File: config.mk
export PLATFORM = sky130hd
export DESIGN_NAME = ball_motion
export DESIGN_NICKNAME = d
export VERILOG_FILES = /design/src/rtl/ball_motion.sv
export SDC_FILE = /design/constraint.sdc
export NUM_CORES = 1
export LEC_CHECK = 0
export BUFFER_PORTS_ARGS = -buffer_cell sky130_fd_sc_hd__buf_2
export CAP_MARGIN = 10
export CELL_PAD_IN_SITES_DETAIL_PLACEMENT = 0
export CELL_PAD_IN_SITES_GLOBAL_PLACEMENT = 2
export CORE_UTILIZATION = 34
export DETAILED_ROUTE_END_ITERATION = 8
export PLACE_DENSITY_LB_ADDON = 0.15
export RECOVER_POWER = 100
export REMOVE_ABC_BUFFERS = 1
export SLEW_MARGIN = 20
export SYNTH_ARGS = -nofsm -noshare
export SYNTH_HDL_FRONTEND = slang
export SYNTH_SLANG_ARGS = --single-unit
export TNS_END_PERCENT = 5
File: constraint.sdc
create_clock -name clk -period 7.4 [get_ports clk]
set_clock_uncertainty 0.2 [all_clocks]
set_input_delay 0.74 -clock clk [delete_from_list [all_inputs] [get_ports clk]]
set_output_delay 0.74 -clock clk [all_outputs]
set_load 0.02 [all_outputs]
File: src/rtl/ball_motion.sv
// Per-frame ball physics for the table game: integrates position, bounces off the walls,
// applies friction, and detects capture by the hole before the sprite renderer sees x/y.
module ball_motion #(
    parameter int FRAC        = 4,
    parameter int X_MIN       = 16,
    parameter int X_MAX       = 1008,
    parameter int Y_MIN       = 16,
    parameter int Y_MAX       = 752,
    parameter int BALL_SIZE   = 16,
    parameter int HOME_X      = 100,
    parameter int HOME_Y      = 376,
    parameter int FRIC_SHIFT  = 5,
    parameter int STOP_THR    = 2,
    parameter int HOLE_R      = 6,
    parameter int SINK_VMAX   = 48,
    parameter int SINK_FRAMES = 30
) (
    input  logic        clk,
    input  logic        reset_n,
    input  logic        frame_tick,
    input  logic        launch,
    input  logic [11:0] launch_vx,
    input  logic [11:0] launch_vy,
    input  logic        new_round,
    input  logic [10:0] hole_x,
    input  logic [9:0]  hole_y,
    output logic [15:0] x,
    output logic [15:0] y,
    output logic [1:0]  ball_state,
    output logic        moving,
    output logic        sunk
);

    localparam int PW = 16 + FRAC;
    localparam int CW = $clog2(SINK_FRAMES + 1);

    typedef enum logic [1:0] {
        S_IDLE    = 2'd0,
        S_MOVING  = 2'd1,
        S_SINKING = 2'd2,
        S_HIDDEN  = 2'd3
    } state_t;

    state_t          r_state;
    state_t          w_state_next;
    logic [CW-1:0]   r_cnt;
    logic            r_sunk;
    logic            r_moving;
    logic [1:0]      r_ball_state;
    logic            w_sunk_next;
    logic            w_moving_next;
    logic [1:0]      w_ball_state_next;

    // Index 0 is the x axis, index 1 the y axis.
    logic [1:0][11:0]   w_launch_v;
    logic [1:0][10:0]   w_hole;
    logic [1:0][PW-1:0] w_pos;
    logic [1:0]         w_near;
    logic [1:0]         w_slow;
    logic [1:0]         w_still;

    logic w_take_launch;
    logic w_step;
    logic w_capture;
    logic w_stop;
    logic w_sink_done;

    function automatic logic signed [11:0] f_friction(input logic signed [11:0] v);
        logic signed [11:0] d;
        d = v >>> FRIC_SHIFT;
        // Positive speeds below 2^FRIC_SHIFT would otherwise never decay.
        if (v > 12'sd0 && d == 12'sd0) begin
            f_friction = v - 12'sd1;
        end else begin
            f_friction = v - d;
        end
    endfunction

    function automatic logic [11:0] f_abs(input logic signed [11:0] v);
        f_abs = v[11] ? 12'(-v) : 12'(v);
    endfunction

    assign w_launch_v    = {launch_vy, launch_vx};
    assign w_hole        = {{1'b0, hole_y}, hole_x};
    assign w_take_launch = !new_round && (r_state == S_IDLE) && launch;
    assign w_step        = !new_round && (r_state == S_MOVING) && frame_tick;
    assign w_capture     = (&w_near) && (&w_slow);
    assign w_stop        = &w_still;
    assign w_sink_done   = (r_cnt == CW'(SINK_FRAMES - 1));

    genvar gi;
    generate
        for (gi = 0; gi < 2; gi++) begin : g_axis
            localparam int LO_PX   = (gi == 0) ? X_MIN : Y_MIN;
            localparam int HI_PX   = (gi == 0) ? (X_MAX - BALL_SIZE) : (Y_MAX - BALL_SIZE);
            localparam int HOME_PX = (gi == 0) ? HOME_X : HOME_Y;
            localparam logic signed [PW+1:0] LO_Q      = (PW+2)'(LO_PX * (2 ** FRAC));
            localparam logic signed [PW+1:0] HI_EDGE_Q = (PW+2)'((HI_PX + 1) * (2 ** FRAC));
            localparam logic [PW-1:0]        LO_POS    = PW'(LO_PX * (2 ** FRAC));
            localparam logic [PW-1:0]        HI_POS    = PW'(HI_PX * (2 ** FRAC));
            localparam logic [PW-1:0]        HOME_POS  = PW'(HOME_PX * (2 ** FRAC));

            logic [PW-1:0]        r_pos;
            logic signed [11:0]   r_vel;
            logic signed [PW+1:0] w_np;
            logic                 w_hit_lo;
            logic                 w_hit_hi;
            logic [PW-1:0]        w_pos_clamp;
            logic signed [11:0]   w_vel_bounce;
            logic signed [11:0]   w_vel_fric;
            logic signed [17:0]   w_ctr_diff;

            // Two guard bits so an overshoot past either wall is seen before it wraps.
            assign w_np         = $signed({2'b00, r_pos}) + $signed({{(PW-10){r_vel[11]}}, r_vel});
            assign w_hit_lo     = (w_np < LO_Q);
            assign w_hit_hi     = (w_np >= HI_EDGE_Q);
            assign w_pos_clamp  = w_hit_lo ? LO_POS : (w_hit_hi ? HI_POS : w_np[PW-1:0]);
            assign w_vel_bounce = (w_hit_lo || w_hit_hi) ? -r_vel : r_vel;
            assign w_vel_fric   = f_friction(w_vel_bounce);

            assign w_ctr_diff   = $signed({2'b00, w_pos_clamp[PW-1:FRAC]})
                                + $signed(18'(BALL_SIZE / 2))
                                - $signed({7'b0, w_hole[gi]});
            assign w_near[gi]   = (w_ctr_diff <= $signed(18'(HOLE_R)))
                               && (w_ctr_diff >= -$signed(18'(HOLE_R)));
            assign w_slow[gi]   = (f_abs(r_vel) <= 12'(SINK_VMAX));
            assign w_still[gi]  = (f_abs(w_vel_fric) < 12'(STOP_THR));
            assign w_pos[gi]    = r_pos;

            always_ff @(posedge clk or negedge reset_n) begin
                if (!reset_n) begin
                    r_pos <= HOME_POS;
                    r_vel <= '0;
                end else if (new_round) begin
                    r_pos <= HOME_POS;
                    r_vel <= '0;
                end else if (w_take_launch) begin
                    r_vel <= $signed(w_launch_v[gi]);
                end else if (w_step) begin
                    r_pos <= w_pos_clamp;
                    r_vel <= (w_capture || w_stop) ? 12'sd0 : w_vel_fric;
                end
            end
        end
    endgenerate

    always_ff @(posedge clk or negedge reset_n) begin
        if (!reset_n) begin
            r_state <= S_IDLE;
        end else begin
            r_state <= w_state_next;
        end
    end

    always_comb begin
        w_state_next = r_state;
        if (new_round) begin
            w_state_next = S_IDLE;
        end else begin
            case (r_state)
                S_IDLE: begin
                    if (launch) w_state_next = S_MOVING;
                end
                S_MOVING: begin
                    // Capture outranks stop: a slow ball over the hole drops in.
                    if (frame_tick) begin
                        if (w_capture)   w_state_next = S_SINKING;
                        else if (w_stop) w_state_next = S_IDLE;
                    end
                end
                S_SINKING: begin
                    if (frame_tick && w_sink_done) w_state_next = S_HIDDEN;
                end
                S_HIDDEN: begin
                    w_state_next = S_HIDDEN;
                end
                default: w_state_next = S_IDLE;
            endcase
        end
    end

    always_comb begin
        w_moving_next     = (w_state_next == S_MOVING);
        w_sunk_next       = (r_state == S_MOVING) && (w_state_next == S_SINKING);
        w_ball_state_next = 2'd0;
        case (w_state_next)
            S_SINKING: w_ball_state_next = 2'd1;
            S_HIDDEN:  w_ball_state_next = 2'd2;
            default:   w_ball_state_next = 2'd0;
        endcase
    end

    always_ff @(posedge clk or negedge reset_n) begin
        if (!reset_n) begin
            r_cnt        <= '0;
            r_sunk       <= 1'b0;
            r_moving     <= 1'b0;
            r_ball_state <= 2'd0;
        end else begin
            r_sunk       <= w_sunk_next;
            r_moving     <= w_moving_next;
            r_ball_state <= w_ball_state_next;
            if (new_round || r_state != S_SINKING) begin
                r_cnt <= '0;
            end else if (frame_tick) begin
                r_cnt <= w_sink_done ? '0 : r_cnt + CW'(1);
            end
        end
    end

    assign x          = w_pos[0][PW-1:FRAC];
    assign y          = w_pos[1][PW-1:FRAC];
    assign ball_state = r_ball_state;
    assign moving     = r_moving;
    assign sunk       = r_sunk;

endmodule

# Word-level counts from Yosys, hierarchy flattened
# Cells that the tools add are included.
# classes
muxes,37
n_div,0
n_addsub,15
n_eq_ne,9
reduce_logical,26
n_bitwise,0
n_mul,0
shift,0
n_lt_le_gt_ge,14
# ops
operator,count
2-to-1 mux 20 bit,10
2-to-1 mux 12 bit,16
negator 12 bit,4
adder 21 x 12 -> 22 bit,2
"greater-or-equal comparator 22 x 15 -> 1 bit, second input constant",2
"< comparator 22 x 10 -> 1 bit, second input constant",2
"greater-or-equal comparator 18 x 4 -> 1 bit, second input constant",2
"<= comparator 18 x 4 -> 1 bit, second input constant",2
"adder 16 x 4 -> 17 bit, second input constant",2
"> comparator 12 x 1 -> 1 bit, second input constant",2
"<= comparator 12 x 6 -> 1 bit, second input constant",2
zero test 12 bit,2
"< comparator 12 x 2 -> 1 bit, second input constant",2
"subtractor 12 x 2 -> 12 bit, second input constant",2
subtractor 12 x 7 -> 12 bit,2
subtractor 17 x 10 -> 18 bit,1
subtractor 17 x 11 -> 18 bit,1
2-to-1 mux 5 bit,3
2-to-1 mux 2 bit,6
logical AND 1 bit,11
"== test 2 bit, second input constant",4
case mux 2 bit (4 select lines),1
AND reduction 2 bit,4
"adder 5 x 1 -> 5 bit, second input constant",1
9 further kinds,15
# totals
ramBits,0
latch_bits,0
mem_count,0
wordCells,110
mem_bits_ro,0
reg_bits,75
output_inout_bits,36
input_bits,50

# Logic depth before layout (Yosys ltp)
# depth
ltp_word,18
ltp_mapped,30
depth_no_buf,29

# Worst setup path before layout
# OpenSTA, ideal clock, no wires.
# synth_path
kind,flip-flop to flip-flop
start,reg g_axis[1].r_vel[0]
end,reg g_axis[0].r_vel[5]
setup_ns,0.142
n_path_buf,2
setup_slack_ns,0.058
path_stages_with_launch,29
arrival_time_ns,7.000
synth_period_minus_slack_ns,7.342
cell_sequence,dfrtp_1 ha_1 fa_1 a211o_1 a211o_1 a21oi_1 o21ai_0 xnor2_1 o2111ai_1 a2111oi_1 nor4b_1 buf_2 mux2i_1 o31a_1 o41ai_1 ha_1 fa_1 nand2b_1 a21boi_0 o31a_1 or3_1 a2111oi_0 o211a_1 nor3_1 a211o_1 nor3_1 a32o_1 buf_2 o31ai_1
# synth_between
elab_chain_len,16
elab_cells_between_ends,33
# synth_lines
element,line_no,text
from (decl),104,logic signed [11:0] r_vel;
from (signal assigned),138,r_vel <= $signed(w_launch_v[gi]);
from (signal assigned),141,r_vel <= (w_capture || w_stop) ? 12'sd0 : w_vel_fric;
"parallel branches: the longest is 11 deep, another holds adder 21 x 12 -> 22 bit",n/a,
logical OR 1 bit (*),141,
2-to-1 mux 12 bit (*),141,
2-to-1 mux 12 bit (*),139,end else if (w_step) begin
2-to-1 mux 12 bit (*),137,end else if (w_take_launch) begin
2-to-1 mux 12 bit (*),134,end else if (new_round) begin
to (signal assigned),138,
to (signal assigned),141,
to (decl),104,
# Every way passes the cells marked *. The select of a mux whose other input is x is not followed.
# A chain may end at the register's enable or synchronous reset.

# Worst setup path in the final report
# layout_path
start,reg g_axis[1].r_pos[0]
end,reg g_axis[1].r_vel[0]
# layout_between
elab_chain_len,16
elab_cells_between_ends,29
# layout_lines
element,line_no,text
from (decl),103,logic [PW-1:0] r_pos;
from (signal assigned),140,r_pos <= w_pos_clamp;
adder 21 x 12 -> 22 bit (*),114,"assign w_np = $signed({2'b00, r_pos}) + $signed({{(PW-10){r_vel[11]}}, r_vel});"
"parallel branches: the longest is 11 deep, another holds greater-or-equal comparator 22 x 15 -> 1 bit",n/a,
2-to-1 mux 12 bit (*),141,
2-to-1 mux 12 bit (*),139,
2-to-1 mux 12 bit (*),137,
2-to-1 mux 12 bit (*),134,
# Marks and branches as above.

==> metrics.md <==
| Metric | Value |
|---|---|
| Placed wire-length estimate | 27.7 mm |
| Slew HR | -0.960 |
| Pin count of the biggest net entering global routing | 48 |
| Most frequent cells in the layout | ha_1 (123), buf_4 (118), nand2_1 (104) |
| Die X-Extent | 180 um |
| Final min period | 7.24 ns |
| Reg2reg setup slack | 0.16 ns |
| Min-delay src | r_cnt[4] |
| Clk sinks | 75 |
| Hold Buf Count CTS | 0 |
| Cell with the most instances on the worst path | buf_4 |
| Gr busiest metal | met2 |
| Antenna fix cells | 0 |
| Drt drc | 5 |
| Syn avg cell area | 7.77 um2 |
| ANT nets after route | 0 |
| Vias in the first global route | 10.3k |
| Share of the synthesized area in the top cell type | 0.156 |
| Synth warn | 0 |
| Register area share after synthesis | 0.175 |
| CTS tree | yes |
| Wire length per cell | 17.6 um |
| RSZ-0062 raised after global routing | yes |
| RD Place Congestion | 0.845 |
| Crit-path slowest cell | dfrtp_1 |
| Share of layout cells above drive strength 1 | 0.179 |
| Ys flop type | dfrtp_1 |
| Startpoint types | flip-flop |
| Number of synthesized flops with an enable pin | 0 |
| Hold crit path type | flip-flop to flip-flop |
| Row count | 64 |
| Clk pin slew, worst setup/hold paths | 0.06 ns |
| Root buf cell | clkbuf_16 |
| Max-cap violation count | 2 |
| Critical R2R Capture | g_axis[1].r_vel[0] |
| Mapped cell area | 10,800 um2 |
| Buf/Inv on CP | 6 |
| Worst Reg2Reg Path Length in Cells | 31 |
| Die area | 32,400 um2 |
| Final Slew Violations | 78 |
| Initial Util | 0.349 |
| Fillcell total | 3,232 |
| Initial antenna violation count | 0 |
| Setup CP Type | flip-flop to flip-flop |
| Final #Nets | 1,730 |
| Crit Path Max Fanout | 12 |
| Slew @ Worst Pin | 2.94 ns |
| Largest stage delay, worst path | 0.39 ns |
| Ports | 86 |
| Most area-hungry cell type in the Yosys netlist | dfrtp_1 |
| Met3 Use GR | 0.0265 |
| Port bufs | 85 |
| Worst r2r src | g_axis[1].r_pos[0] |
| Unique masters post-synth | 82 |
| DIE HEIGHT | 180 um |
| Flop and latch count out of synthesis | 75 |
| DR pass1 iterations | 7 |
| Critical Path End Type | flip-flop |
| Fraction of registers with async set/reset | 1.00 |
| DR iter-0 viols | 594 |
| Vias | 10.7k |
| Core area | 30,800 um2 |
| Worst slack, placed | -0.466 ns |
| Most common cell after layout, fill and taps aside | ha_1 |
| Maximum clock rate | 138 MHz |
| Synthesis-to-finish area growth | 19.9% |
| Gate Count Post-Synth | 1,385 |
| Worst Hold Path EP | r_cnt[4] |
| Num CTS Buffers | 9 |
| Fraction of the cycle the final worst path needs | 0.978 |
| Final Hold Viols | 0 |
| CP delay by family, top | compound AO/OA/AOI/OAI gates |
| Worst-Skew Late Latency | 0.35 ns |
| Final setup margin | 0.161 ns |
| Worst hold path cell count | 1 |
| Violated checks | design-rule violations, max-capacitance violations, max-slew violations |
| Htree depth | 3 |
| GR Overflow Total | 0 |
| Status | complete, but fails checks |
| First-pass GRT wire length | 55.3 mm |
| GRT Total Usage | 0.212 |
| Largest cells by area after synthesis | dfrtp_1 (16%), ha_1 (15%), xnor2_1 (4.0%) |
| Total wire length | 34.4 mm |
| Worst endpoint required time | 7.45 ns |
| Met1 GRT Util | 0.284 |
| GR Layer Usage met2 | 0.364 |
| Clock tree buffer depth | 2 |
| Setup Viol. Count Final | 0 |
| Worst Path Arrival | 7.29 ns |
| Via/cell ratio | 5.48 |
## kinds of logic (layout without fill, tap and decap cells)
kind of cell    count (synthesis)  after routing  share of synthesized area
flops                          75             75                      0.175
buf+inv                       165            308                     0.0701
xor+xnor                       88             88                     0.0716
fa+ha+maj                     132            132                      0.158
compound gates                442            442                      0.284
other cells                     2             27                   0.000698
mux                             9              9                    0.00849
simple gates                  472            472                      0.232
## worst max path at each step
stage                             from                   to  slack [ns]  cells past startpoint
floorplan           g_axis[1].r_vel[0]  g_axis[0].r_vel[10]       -0.64                     26
global placement    g_axis[1].r_pos[0]   g_axis[1].r_vel[0]       -0.40                     29
detailed placement  g_axis[1].r_pos[0]   g_axis[1].r_vel[0]       -0.47                     29
CTS                 g_axis[1].r_pos[0]  g_axis[1].r_vel[11]       0.005                     32
global route        g_axis[1].r_pos[6]   g_axis[1].r_vel[1]       -0.12                     29
finish              g_axis[1].r_pos[0]   g_axis[1].r_vel[0]        0.16                     31
## Yosys cell counts (all sizes together), types with 11 or more instances
cell	n
nand3	26
o31ai	17
or2	13
a31oi	14
buf	41
a21oi	85
and3	11
nand2	104
clkbuf	41
inv	83
o2111ai	11
xnor2	49
o21a	40
o211ai	11
or3	18
nor2b	29
and2	28
nand4	15
a211oi	14
dfrtp	67
nor2	93
nor4	11
xor2	39
a211o	12
nor3	47
a22o	14
nand2b	28
a22oi	28
o21ai	85
a21o	24
ha	126
## area by class of cell
class                      instances  area, um2  area share
tap                              396        495      0.0384
clock inverter                     5       85.1     0.00660
inverter                          83        312      0.0242
multi-input combinational       1170       8530       0.661
timing repair buffer             209       1330       0.103
clock buffer                      11        253      0.0196
sequential                        75       1890       0.146
## flip-flops by register name, summed over array words and instances (netlist names)
signal,count
sunk,1
g_axis.r_pos,40
moving,1
g_axis.r_vel,24
r_cnt,5
ball_state,2
r_state,2
## per-stage QoR
stage / cells / instance area, um2 / TNS (ns) / util / hold slack [ns]
2_1_floorplan: 1328 / 10400 / -15.81 / - / 0.238
3_3_place_gp: 1930 / 12300 / -9.69 / 0.398 / 0.267
3_5_place_dp: 1930 / 12300 / -11.12 / 0.398 / 0.269
4_1_cts: 1947 / 12700 / 0 / 0.413 / 0.120
5_1_grt: 1949 / 12900 / -2.77 / 0.418 / 0.299
6_report: 1949 / 12900 / 0 / 0.418 / 0.275
## layer usage
metal | vias up | share of wire
met5 | - | 0
met4 | 0 | 0.010
met3 | 27 | 0.029
met2 | 181 | 0.48
met1 | 5058 | 0.48
li1 | 5416 | -
## what timing repair did
item                                    4_1_cts  5_1_grt
resized for setup                            27       47
endpoints found under the setup margin       27       30
pin swaps                                     8       10
buffers inserted                              1        2
Power is not shown: default switching activity piles up to over one toggle a cycle in this logic, so the estimate is an artifact.
